### src/rtl/softmax_frame_arbiter_16.sv
// Shares one single-vector softmax core between two AXI4-Stream requesters.
// Grants the core per frame, round-robin, and routes the result frame back to its owner.
module softmax_frame_arbiter_16 #(
  parameter int data_size = 16,
  parameter int MAX_LEN   = 255
) (
  input  logic                     axi_clock_i,
  input  logic                     axi_reset_n_i,
  input  logic                     s0_axis_valid_i,
  input  logic                     s0_axis_last_i,
  input  logic [2*data_size-1:0]   s0_axis_data_i,
  output logic                     s0_axis_ready_o,
  input  logic                     s1_axis_valid_i,
  input  logic                     s1_axis_last_i,
  input  logic [2*data_size-1:0]   s1_axis_data_i,
  output logic                     s1_axis_ready_o,
  output logic                     core_s_axis_valid_o,
  output logic                     core_s_axis_last_o,
  output logic [2*data_size-1:0]   core_s_axis_data_o,
  input  logic                     core_s_axis_ready_i,
  input  logic                     core_m_axis_valid_i,
  input  logic                     core_m_axis_last_i,
  input  logic [2*data_size-1:0]   core_m_axis_data_i,
  output logic                     core_m_axis_ready_o,
  output logic                     m0_axis_valid_o,
  output logic                     m0_axis_last_o,
  output logic [2*data_size-1:0]   m0_axis_data_o,
  input  logic                     m0_axis_ready_i,
  output logic                     m1_axis_valid_o,
  output logic                     m1_axis_last_o,
  output logic [2*data_size-1:0]   m1_axis_data_o,
  input  logic                     m1_axis_ready_i,
  output logic                     grant_o,
  output logic                     busy_o,
  output logic                     len_err_o
);

  localparam logic [7:0] CNT_LAST = 8'(MAX_LEN - 1);

  typedef enum logic [1:0] {IDLE, FEED, FLUSH, DRAIN} state_t;

  state_t     state, state_nxt;
  logic       grant, grant_nxt;
  logic       prio, prio_nxt;
  logic [7:0] cnt, cnt_nxt;
  logic       out_done, out_done_nxt;
  logic       len_err, len_err_nxt;

  logic                   sg_valid, sg_last, mg_ready;
  logic [2*data_size-1:0] sg_data;
  logic                   routing, in_hs, at_limit, out_last_hs;

  assign sg_valid = grant ? s1_axis_valid_i : s0_axis_valid_i;
  assign sg_last  = grant ? s1_axis_last_i  : s0_axis_last_i;
  assign sg_data  = grant ? s1_axis_data_i  : s0_axis_data_i;
  assign mg_ready = grant ? m1_axis_ready_i : m0_axis_ready_i;

  assign routing     = (state != IDLE);
  assign in_hs       = (state == FEED) && sg_valid && core_s_axis_ready_i;
  assign at_limit    = (cnt == CNT_LAST);
  assign out_last_hs = routing && core_m_axis_valid_i && mg_ready && core_m_axis_last_i;

  always_ff @(posedge axi_clock_i or negedge axi_reset_n_i) begin
    if (!axi_reset_n_i) begin
      state    <= IDLE;
      grant    <= 1'b0;
      prio     <= 1'b0;
      cnt      <= '0;
      out_done <= 1'b0;
      len_err  <= 1'b0;
    end else begin
      state    <= state_nxt;
      grant    <= grant_nxt;
      prio     <= prio_nxt;
      cnt      <= cnt_nxt;
      out_done <= out_done_nxt;
      len_err  <= len_err_nxt;
    end
  end

  // A result can finish before an overlong input is flushed; out_done lets FLUSH skip DRAIN.
  always_comb begin
    state_nxt    = state;
    grant_nxt    = grant;
    prio_nxt     = prio;
    cnt_nxt      = cnt;
    out_done_nxt = out_done | out_last_hs;
    len_err_nxt  = len_err;
    case (state)
      IDLE: begin
        if (s0_axis_valid_i || s1_axis_valid_i) begin
          grant_nxt    = (s0_axis_valid_i && s1_axis_valid_i) ? prio : s1_axis_valid_i;
          cnt_nxt      = '0;
          out_done_nxt = 1'b0;
          state_nxt    = FEED;
        end
      end
      FEED: begin
        if (in_hs) begin
          cnt_nxt = cnt + 8'd1;
          if (sg_last) begin
            state_nxt = DRAIN;
          end else if (at_limit) begin
            len_err_nxt = 1'b1;
            state_nxt   = FLUSH;
          end
        end
      end
      FLUSH: begin
        if (sg_valid && sg_last) begin
          state_nxt = (out_done || out_last_hs) ? IDLE : DRAIN;
        end
      end
      DRAIN: begin
        if (out_done || out_last_hs) begin
          state_nxt = IDLE;
        end
      end
      default: state_nxt = IDLE;
    endcase
    if (routing && (state_nxt == IDLE)) begin
      prio_nxt = ~grant;
    end
  end

  always_comb begin
    s0_axis_ready_o     = 1'b0;
    s1_axis_ready_o     = 1'b0;
    core_s_axis_valid_o = 1'b0;
    core_s_axis_last_o  = 1'b0;
    core_s_axis_data_o  = '0;
    core_m_axis_ready_o = 1'b0;
    m0_axis_valid_o     = 1'b0;
    m0_axis_last_o      = 1'b0;
    m0_axis_data_o      = '0;
    m1_axis_valid_o     = 1'b0;
    m1_axis_last_o      = 1'b0;
    m1_axis_data_o      = '0;
    case (state)
      FEED: begin
        core_s_axis_valid_o = sg_valid;
        core_s_axis_last_o  = sg_last | at_limit;
        core_s_axis_data_o  = sg_data;
        if (grant) s1_axis_ready_o = core_s_axis_ready_i;
        else       s0_axis_ready_o = core_s_axis_ready_i;
      end
      FLUSH: begin
        if (grant) s1_axis_ready_o = 1'b1;
        else       s0_axis_ready_o = 1'b1;
      end
      default: ;
    endcase
    if (routing) begin
      core_m_axis_ready_o = mg_ready;
      if (grant) begin
        m1_axis_valid_o = core_m_axis_valid_i;
        m1_axis_last_o  = core_m_axis_last_i;
        m1_axis_data_o  = core_m_axis_data_i;
      end else begin
        m0_axis_valid_o = core_m_axis_valid_i;
        m0_axis_last_o  = core_m_axis_last_i;
        m0_axis_data_o  = core_m_axis_data_i;
      end
    end
  end

  assign grant_o   = grant;
  assign busy_o    = routing;
  assign len_err_o = len_err;

endmodule

### config.mk
export PLATFORM = sky130hd
export DESIGN_NAME = softmax_frame_arbiter_16
export DESIGN_NICKNAME = d
export VERILOG_FILES = /design/src/rtl/softmax_frame_arbiter_16.sv
export SDC_FILE = /design/constraint.sdc
export NUM_CORES = 1
export LEC_CHECK = 0
export BUFFER_PORTS_ARGS = -buffer_cell sky130_fd_sc_hd__buf_2
export CORE_AREA = 2 2 84 86
export DETAILED_ROUTE_END_ITERATION = 10
export DIE_AREA = 0 0 86 88
export GPL_TIMING_DRIVEN = 0
export MAX_ROUTING_LAYER = met4
export PLACE_DENSITY = 0.7
export REMOVE_ABC_BUFFERS = 1
export SLEW_MARGIN = 20
export SYNTH_ARGS = -nofsm -noshare
export SYNTH_HDL_FRONTEND = slang
export SYNTH_SLANG_ARGS = --single-unit
### constraint.sdc
create_clock -name axi_clock_i -period 5.2 [get_ports axi_clock_i]
set_input_delay 1.04 -clock axi_clock_i [delete_from_list [all_inputs] [get_ports axi_clock_i]]
set_output_delay 1.04 -clock axi_clock_i [all_outputs]
set_load 0.01 [all_outputs]
# Word level (Yosys, flattened, before mapping)
# Cells that the tools add are included.
# totals
out_inout_bits	108
reg_bits	14
in_bits	107
word_cells	74
# classes
n_reduce_logical	17
add_sub_neg	1
muxes	40
eq_ne	6
n_bitwise	4
# op_table
cell	n
32-bit 2-to-1 mux	6
1-bit 2-to-1 mux	21
8-bit 2-to-1 mux	2
8-bit one-hot mux with 2 select lines	1
2-bit 2-to-1 mux	7
8-bit by 1-bit adder with 8-bit output, second input constant	1
8-bit equality test, second input constant	1
1-bit logical AND	8
2-bit one-hot mux with 4 select lines	1
2-bit equality test, second input constant	2
2-bit logical NOT	2
2-bit inequality test, second input constant	2
1-bit one-hot mux with 2 select lines	2
4-bit AND reduction	1
2-bit nonzero test	2
3-bit AND reduction	1
2-bit by 1-bit equality test with 1-bit output, second input constant	1
1-bit logical OR	2
1-bit NOT	2
1-bit bitwise OR	2
2-bit AND reduction	1

# Depth between registers and ports, before layout
# depth
word_depth	10
depth_mapped	8
depth_no_buf	8

# Worst setup path before layout
# No wires, ideal clock.
# synth_path
kind	input to register
start	in m1_axis_ready_i
end	reg prio
n_path_buf	0
path_slack_ps	2203
required_time_ps	5073
setup_time_ps	127
t_arrival_ps	2870
stages	6
path_cell_list	mux2i_1 -> o31a_1 -> and3_1 -> or4_1 -> or4_1 -> mux2_1
# synth_between
elab_chain_len	9
elab_cells_between_ends	10
classes_between	5 x mux; 5 x reduce/logical
# synth_rtl
item	line_no	source
start, declared	32	input logic m1_axis_ready_i,
1-bit 2-to-1 mux *	56	assign mg_ready = grant ? m1_axis_ready_i : m0_axis_ready_i;
1-bit logical AND * (2 in a row)	61	assign out_last_hs = routing && core_m_axis_valid_i && mg_ready && core_m_axis_last_i;
1-bit logical OR *	111, 115	
2-bit 2-to-1 mux	111	state_nxt = (out_done || out_last_hs) ? IDLE : DRAIN;
2-bit 2-to-1 mux	110	if (sg_valid && sg_last) begin
2-bit one-hot mux with 4 select lines *	89	case (state)
2-bit logical NOT *	121	if (routing && (state_nxt == IDLE)) begin
1-bit logical AND *	121	
end signal, assigned	74	prio <= prio_nxt;
end, declared	44	logic prio, prio_nxt;
# Mark *: on every way between the ends. The rest lies on a longest branch, timed or not.
# A chain may end at the register's enable or synchronous reset.

# Final worst setup path
# layout_path
start	reg state[1]
end	out s0_axis_ready_o
# layout_between
elab_chain_len	2
elab_cells_between_ends	3
classes_between	2 x eq/ne; 1 x mux
# layout_rtl
item	line_no	source
start, declared	42	state_t state, state_nxt;
start signal, assigned	72	state <= state_nxt;
2-bit equality test or 2-bit by 1-bit equality test with 1-bit output (tied branches)	139	case (state)
1-bit one-hot mux with 2 select lines *	139	
end, declared	12	output logic s0_axis_ready_o,
# Marked as above.

==> run_results.csv <==
group,metric,value,unit
clocking,cts-root-buf,"clkbuf_8",
logic_synthesis,synth.distinct_cells,31,
clocking,clkTransAtPathRegs,60,ps
floorplanning,fp.coreArea,0.00664,sq mm
logic_synthesis,synth_edf_count,0,
global_route,met1_usage,0.184,
cells_and_area,layout.cells.non_filler,535,
global_route,busiest_layer,"met2",
setup_path,reg2reg_from,"state[1]",
logic_synthesis,synthCells,250,
setup_path,critPathArrivalTime,2130,ps
logic_synthesis,yosys_register_bits,14,
floorplanning,die_x,86,microns
timing,setup_viol,0,
power_and_ir_drop,finalPower,1490,uW
timing,max_slew.worst_pin.slew,711,ps
clocking,htreeDepth,1,
placed_design,port_buffers,214,
hold_path,hp-start,"len_err_o",
logic_synthesis,yosys_warnings,0,
setup_path,critPathMaxFanout,39,
global_route,grt_pass1_vias,1999,
cells_and_area,drive_above_1_share,0.497,
setup_path,cp_cell_sequence,"inv_1 -> ha_2 -> and2_1 -> o21ai_0 -> nor2_1 -> buf_2",
timing,fmax,0.316,GHz
timing,rsz0062_at_grt,"no",
floorplanning,start_util,0.286,
setup_path,crit_buf_inv,2,
timing,drv_slew,0,
setup_path,slowest_delay,550,ps
global_route,use_met2,0.296,
cells_and_area,area_growth,63.9,%
power_and_ir_drop,vdd_drop_max,225,uV
power_and_ir_drop,power.density,479,mW/mm^2
hold_path,hp-class,"register to register",
clocking,clock_latency,250,ps
route,ant_nets,0,
route,wirelength,6.93,mm
setup_path,startpoint_type,"register",
route,drt_iter0_drc,37,
setup_path,crit_start,"state[1]",
setup_path,crit_required,4160,ps
floorplanning,pin_count,215,
cells_and_area,diodes,0,
timing,clock_skew,1.88,ps
setup_path,crit_family,"adder cells",
floorplanning,die_h,88,microns
timing,setup_tns,0,ps
logic_synthesis,synth_flop_cell,"dfrtp_1",
global_route,use_met3,0.0170,
route,vias_per_cell,4.47,
route,dr.pass1.iters,4,
logic_synthesis,synth-seq-area-share,0.185,
floorplanning,fp-row-count,30,
logic_synthesis,syn_area_per_cell,7.59,sq um
timing,post-route-period-util,0.609,
logic_synthesis,syn_area,0.00190,sq mm
setup_path,crit_slowest_cell,"ha_2",
clocking,cts.repair.resized,0,
global_route,grt_max_degree,40,
route,vias,2390,
route,drc,0,
logic_synthesis,async_reset_ff_frac,1.00,
global_route,antenna_found_initial,0,
placed_design,dp_hpwl,5.96,mm
power_and_ir_drop,p_leak,0.00189,uW
timing,fin_crit,3170,ps
setup_path,path_class,"register to primary output",
global_route,grt_util_all_layers,0.161,
placed_design,dp_cells,531,
timing,hold_violations,0,
placed_design,place_congestion,0.774,
clocking,postCtsSetupRepairBufs,0,
timing,slew_headroom,0.523,
clocking,cts_sinks,14,
clocking,clockBufferDepth,2,
global_route,grt_pass1_wl,9.69,mm
clocking,cts_buffers,3,
setup_path,end_kind,"primary output",
run_status,status,"completed",
clocking,cts_tree,"done",
floorplanning,dieArea,0.00757,sq mm
global_route,overflow,0,
cells_and_area,nNetsFinal,569,
run,cap_violations,0,
route,wl_per_cell,12.9,microns
clocking,cts-hold-fix-buffers,0,
## cell usage after synthesis, drive strengths merged, types with 2 or more instances
cell type | number | share of area
nor2b | 34 | 0.11
dfrtp | 14 | 0.18
nor3 | 2 | 0.0053
ha | 6 | 0.040
nand3 | 5 | 0.013
a21oi | 6 | 0.016
nand2b | 2 | 0.0066
mux2i | 35 | 0.18
xor2 | 5 | 0.023
inv | 7 | 0.014
o31a | 2 | 0.0092
a21boi | 2 | 0.0079
clkbuf | 11 | 0.022
nor2 | 14 | 0.028
and2 | 70 | 0.23
o21ai | 5 | 0.013
buf | 5 | 0.013
or4 | 2 | 0.0079
nand2 | 11 | 0.022
nand4 | 3 | 0.0099
## per-stage QoR
step / instance area (sq um) / setup WS [ps] / utilization / hold WS, ps
global route: 3110 / 1790 / 0.468 / 481
global placement: 3000 / 554 / 0.452 / 448
floorplan: 1830 / 1500 / - / 465
finish: 3110 / 2030 / 0.468 / 462
detailed placement: 3050 / 1730 / 0.460 / 452
CTS: 3110 / 1650 / 0.468 / 469
## flip-flops by register name, indices dropped and copies added, names as in the netlist
register,flops
cnt,8
state,2
grant_o,1
len_err_o,1
out_done,1
prio,1
## where the power goes
group | switching, uW | internal [uW]
clock network | 39.2 | 67.1
registers | 51.6 | 137
logic | 632 | 561
## routing by layer
layer,vias up,wire length (microns)
li1,1222,-
met1,1069,2730
met2,90,3630
met3,9,418
met4,0,145
met5,-,0
## worst reg2reg max path, cell delays in order (launching register included)
cell      delay (ps)
dfrtp_1          450
inv_1            140
ha_2             560
and2_1           280
nand2b_1         150
or3_1            460
and3b_1          190
or4_1            470
mux2_1           320
## cells by family after synthesis
group | synth area share
adder cells (fa/ha/maj) | 0.0396
buffers and inverters | 0.0481
multiplexers | 0.191
XOR/XNOR | 0.0277
AND/OR/NAND/NOR | 0.451
AO/OA/AOI/OAI | 0.0587
flip-flops | 0.185
## final timing paths
kind                       cells after the start              end  slack, ps
min in group asynchronous                      1           cnt[0]        680
min                                            1        len_err_o        460
max reg2reg                                    8             prio       2050
max in group asynchronous                      1          grant_o       4270
max                                            6  s0_axis_ready_o       2030
min reg2reg                                    1        len_err_o        460
## placed cells by master, fill, tap and decap left out
cell type  instances
or4_1              2
nand3_1            5
buf_6              2
and2_1            70
ha_1               5
and4_1             1
or3_1              1
a31oi_1            1
o21ai_0            5
a21oi_1            6
xor2_1             5
nor2_1            12
and3b_1            1
xnor2_1            1
o21ba_2            1
clkbuf_8           4
buf_12             1
mux2i_1           35
ha_2               1
dfrtp_2            1
nor2b_1           34
nand2b_1           2
mux2_1             1
and3_1             1
o31a_1             2
nor2_2             2
nor3_1             2
buf_2            214
o21bai_1           1
dfrtp_1           13
a21boi_0           2
inv_1              7
nand4_1            3
nand2_1           11
## cell type report
| class | count | area [sq um] |
|---|---|---|
| clock buffer | 4 | 55.1 |
| fill | 682 | 3530 |
| inverter | 7 | 26.3 |
| multi-input combinational | 213 | 1460 |
| sequential | 14 | 352 |
| tap | 80 | 100 |
| timing repair buffer | 217 | 1110 |
(Power assumes the default switching activity.)
